`config.mk`:
```
export PLATFORM = sky130hd
export DESIGN_NAME = pc_fetch_sequencer
export DESIGN_NICKNAME = d
export VERILOG_FILES = /design/src/rtl/pc_fetch_sequencer.sv
export SDC_FILE = /design/constraint.sdc
export NUM_CORES = 1
export LEC_CHECK = 0
export ABC_CLOCK_PERIOD_IN_PS = 5800
export CAP_MARGIN = 10
export CORE_ASPECT_RATIO = 1.2
export CORE_MARGIN = 2
export CORE_UTILIZATION = 25
export DETAILED_ROUTE_END_ITERATION = 10
export PLACE_DENSITY = 0.61
export SLEW_MARGIN = 0
export SYNTH_ARGS = -nofsm -noshare
export SYNTH_HDL_FRONTEND = slang
export SYNTH_SLANG_ARGS = --single-unit
```
`constraint.sdc`:
```
create_clock -name CLK -period 5.8 [get_ports CLK]
set_input_delay 1.16 -clock CLK [delete_from_list [all_inputs] [get_ports CLK]]
set_output_delay 1.16 -clock CLK [all_outputs]
set_load 0.01 [all_outputs]
```
`src/rtl/pc_fetch_sequencer.sv`:
```
// pc_fetch_sequencer: owns the MIPS program counter and sequences instruction
// fetch. Selects the next PC from the sequential, branch, jump, jump-register,
// exception and eret sources, runs the request/ready handshake with
// instruction memory, and freezes the PC while decode reports a hazard stall.
module pc_fetch_sequencer #(
  parameter logic [31:0] RESET_PC   = 32'h0000_3000,
  parameter logic [31:0] EXC_VECTOR = 32'h0000_4180
) (
  input  logic        CLK,
  input  logic        Reset,
  input  logic        stall,
  input  logic        imem_ready,
  input  logic        br_taken,
  input  logic [15:0] br_offset,
  input  logic        jump,
  input  logic [25:0] jump_index,
  input  logic        jr,
  input  logic [31:0] jr_target,
  input  logic        exc,
  input  logic        eret,
  input  logic [31:0] epc,
  output logic [31:0] pc,
  output logic [31:0] pc_plus4,
  output logic        imem_req,
  output logic        instr_valid,
  output logic        fetch_fault
);

  typedef enum logic [1:0] {
    BOOT  = 2'd0,
    FETCH = 2'd1,
    HOLD  = 2'd2
  } state_t;

  state_t      state;
  logic        advance;
  logic        trap_redirect;
  logic        jr_misaligned;
  logic [31:0] br_target;
  logic [31:0] jump_target;
  logic [31:0] next_pc;

  // Sequential address and the two PC-relative / pseudo-direct targets.
  // All adds wrap modulo 2^32, so 0xFFFFFFFC rolls over to 0.
  assign pc_plus4    = pc + 32'd4;
  assign br_target   = pc_plus4 + {{14{br_offset[15]}}, br_offset, 2'b00};
  assign jump_target = {pc_plus4[31:28], jump_index, 2'b00};

  // An instruction is consumed only when memory delivers and decode can take it.
  assign advance       = (state == FETCH) & imem_ready & ~stall;
  assign trap_redirect = exc | eret;

  // A misaligned jr only traps when jr is the winning redirect source.
  assign jr_misaligned = jr & (jr_target[1:0] != 2'b00) & ~exc & ~eret;

  // Fetched word is handed to decode this cycle unless a trap discards it.
  assign instr_valid = advance & ~exc & ~eret;

  // Priority mux for the next fetch address; highest-priority redirect wins.
  always_comb begin
    // NOTE: default assignment first so every path drives next_pc and no latch is inferred.
    next_pc = pc_plus4;
    if (exc) begin
      next_pc = EXC_VECTOR;
    end else if (eret) begin
      next_pc = epc;
    end else if (jr) begin
      next_pc = jr_misaligned ? EXC_VECTOR : jr_target;
    end else if (jump) begin
      next_pc = jump_target;
    end else if (br_taken) begin
      next_pc = br_target;
    end
  end

  // Fetch FSM with registered PC, request and fault outputs.
  always_ff @(posedge CLK or negedge Reset) begin
    // NOTE: asynchronous reset clears imem_req at once, aborting any fetch in flight.
    if (!Reset) begin
      pc          <= RESET_PC;
      state       <= BOOT;
      imem_req    <= 1'b0;
      fetch_fault <= 1'b0;
    end else begin
      // NOTE: non-blocking assignments so every register samples pre-edge values.
      fetch_fault <= 1'b0;
      case (state)
        BOOT: begin
          // Redirects are ignored here; the first fetch is always RESET_PC.
          state    <= FETCH;
          imem_req <= 1'b1;
        end

        FETCH: begin
          if (trap_redirect) begin
            // Exception/eret override stall and ready; restart fetch at new pc.
            pc       <= next_pc;
            state    <= FETCH;
            imem_req <= 1'b1;
          end else if (advance) begin
            pc          <= next_pc;
            fetch_fault <= jr_misaligned;
          end else if (imem_ready) begin
            // Data arrived but decode is stalled: park and refetch later.
            state    <= HOLD;
            imem_req <= 1'b0;
          end
        end

        HOLD: begin
          if (trap_redirect) begin
            pc       <= next_pc;
            state    <= FETCH;
            imem_req <= 1'b1;
          end else if (!stall) begin
            state    <= FETCH;
            imem_req <= 1'b1;
          end
        end

        default: begin
          state    <= BOOT;
          imem_req <= 1'b0;
        end
      endcase
    end
  end

endmodule

```
==> results.tsv <==
stage	metric	value	unit
power	Lkg Pwr	0.00292	uW
setup_path	Buf+Inv Stages, Crit Path	2	
layout	area occupied by multi-input gates	3800	um2
place	hpwl dp	17700	um
routing	WL/cell	20.8	um
clocking	CTS tree	built	
layout	Layout Nets	982	
floorplan	Initial Util	25.2	%
sta	crit share post-route	72.0	%
clocking	Clock Sinks	35	
routing	Via Count	5994	
setup_path	crit-path leading delay family	simple AND/OR/NAND/NOR gates	
grt	first-pass GRT wire length	33900	um
sta	Final Max Slew Viols	0	
layout	layout cells sized above 1	5.20	%
floorplan	# IOs	182	
flow_run	Max Cap Viol	0	
synthesis	Mapped Nets	817	
synthesis	synthesized cell area	4890	um2
layout	final antenna diode count	0	
floorplan	Die X-Extent	132	um
place	gp weighted congestion	0.936	
setup_path	crit start category	primary input	
setup_path	worst-path fanout max	16	
floorplan	Site Rows	56	
setup_path	CP peak stage delay	0.67	ns
clocking	Clock Path Buffers	2	
routing	router iterations before antenna repair	5	
hold_path	Worst Hold Class	register to register	
setup_path	Worst EP required	6.03	ns
setup_path	CP endpoint kind	register	
grt	Total GRT Usage	21.0	%
sta	Setup violations, final	0	
synthesis	Yosys cell types	76	
routing	vias per cell	5.51	
clocking	Worst-Skew Late Latency	0.28	ns
sta	final setup TNS	0	ns
clocking	Setup Fix Bufs, Post-CTS	0	
sta	RSZ-0062 raised after global routing	false	
grt	vias in the first global route	5860	
place	Port Buffers	181	
clocking	H-tree depth	2	
power	Max VDD drop	0.158	mV
setup_path	CP Cell Sequence	clkdlybuf4s50_1 > buf_4 > or2_1 > o21a_2 > nand2b_1 > nor2_1 > o21ai_0 > a2111oi_0 > a31o_1	
setup_path	CP Class	primary input to register	
place	Placement Cell Area	6960	um2
synthesis	number of synthesis warnings	0	
floorplan	Core Area	19400	um2
clocking	clk slew on worst S/H paths	0.06	ns
sta	worst-margin pin slew	0.883	ns
setup_path	CP arrival	4.40	ns
layout	area grow syn2layout	45.2	%
run_status	status	finished clean	
routing	Routed Wire Length	22600	um
synthesis	Most used DFF post-synth	dfrtp_1	
floorplan	Die ar.	20700	um2
sta	Final Skew	0.00389	ns
synthesis	Async SR Flop Fraction	100	%
synthesis	Gate Count Post-Synth	661	
sta	Max-slew headroom	41.2	%
routing	DRT iter0 DRCs	517	
floorplan	chip height	157	um
power	P per Cell Area	460	nW/um2
sta	Max Fclk	240	MHz
layout	FF+latch area	878	um2
routing	DRC	0	
clocking	CTS root buffer	clkbuf_16	
layout	fin area	7110	um2
synthesis	Post-synth EDFFs	0	
synthesis	register bit total from synthesis	35	
grt	initial antenna violation count	0	
sta	min cycle time layout	4.17	ns
routing	post-route ant nets	0	
clocking	post-cts resize count	0	
clocking	hold bufs inserted after CTS	0	
synthesis	Avg Cell Area, Syn	7.40	um2
sta	final hold violation count	0	
grt	Remaining Overflow, GRT	0	
clocking	CTS Buf Count	5	
synthesis	sequential fraction of the synthesis area	17.9	%
layout	# fillers	2071	
setup_path	slowest CP cell	nor2_1	
grt	largest net degree at the start of global routing	48	
placed cells by master (no fill, tap or decap), types with 15 or more instances in the layout:
cell             count
a21o_1              20
a21oi_1             55
clkdlybuf4s50_1    179
dfrtp_1             33
ha_1                40
inv_1               20
nand2_1             82
nand3_1             21
nor2_1              52
nor3_1              15
o21ai_0             54
xnor2_1             30
xor2_1              15
per-layer routing:
| layer | global-route usage, % | up-vias | wire length, um |
|---|---|---|---|
| li1 | - | 2801 | - |
| met3 | 3.54 | 29 | 1700 |
| met4 | 6.21 | 0 | 430 |
| met5 | 0 | - | 0 |
| met1 | 26.7 | 2874 | 9510 |
| met2 | 36.5 | 290 | 10900 |
tightest hold or removal path, cell delays in order (launching register included):
cell	delay (ns)
dfrtp_1	0.39
nand2_1	0.06
o21ai_0	0.06
cell usage after synthesis (all sizes together), types with 10 or more instances:
| cell type | instances | area [um2] |
|---|---|---|
| nand3 | 21 | 105 |
| a211oi | 10 | 75.1 |
| nor3 | 16 | 85.1 |
| nand4 | 13 | 109 |
| a31oi | 11 | 83.8 |
| clkbuf | 26 | 97.6 |
| ha | 40 | 500 |
| xnor2 | 30 | 263 |
| nand2 | 82 | 308 |
| xor2 | 17 | 164 |
| and3 | 12 | 80.1 |
| a21oi | 56 | 284 |
| nor2 | 55 | 224 |
| a21o | 20 | 150 |
| inv | 20 | 75.1 |
| o21ai | 56 | 284 |
| dfrtp | 33 | 826 |
where the power goes:
part | switching [uW] | internal (uW)
combinational | 1330 | 1110
clock | 110 | 159
sequential | 205 | 362
metrics by stage:
| stage | worst slack (ns) | utilization, % | hold WS, ns | std cells | total power [uW] |
|---|---|---|---|---|---|
| 6_report | 1.63 | 36.6 | 0.544 | 1088 | 3270 |
| 4_1_cts | 1.66 | 36.6 | 0.549 | 1088 | 3250 |
| 2_1_floorplan | 2.08 | - | 0.542 | 661 | 1940 |
| 5_1_grt | 1.42 | 36.6 | 0.560 | 1088 | 3500 |
| 3_3_place_gp | 1.38 | 35.9 | 0.509 | 1080 | 2960 |
| 3_5_place_dp | 1.38 | 35.9 | 0.537 | 1080 | 2960 |
final timing paths:
kind                        from  endpoint  slack (ns)  cells after the start
setup reg to reg           pc[5]    pc[28]        1.68                     16
hold / removal             pc[0]     pc[0]        0.54                      2
max in group asynchronous  Reset    pc[14]        4.25                      1
min in group asynchronous  Reset    pc[30]        1.00                      1
setup / recovery             exc    pc[28]        1.63                      9
hold reg to reg            pc[0]     pc[0]        0.54                      2
sequential cells by signal, summed over array words and instances (netlist names):
register,cells
pc,32
fetch_fault,1
state,2
cells by family after synthesis:
family          after synthesis  share of synthesized area [%]
compound gates              241                           33.0
flops                        35                           17.9
xor+xnor                     47                           8.72
buf+inv                      54                           4.65
fa+ha+maj                    41                           10.6
simple gates                239                           24.3
mux                           4                          0.818
layout make-up:
| type | count | share of cell area (%) |
|---|---|---|
| multi-input combinational | 572 | 53.5 |
| inverter | 20 | 1.06 |
| sequential | 35 | 12.4 |
| clock buffer | 6 | 1.81 |
| clock inverter | 2 | 0.176 |
| tap | 261 | 4.60 |
| timing repair buffer | 192 | 26.5 |
(Power assumes the default switching activity.)
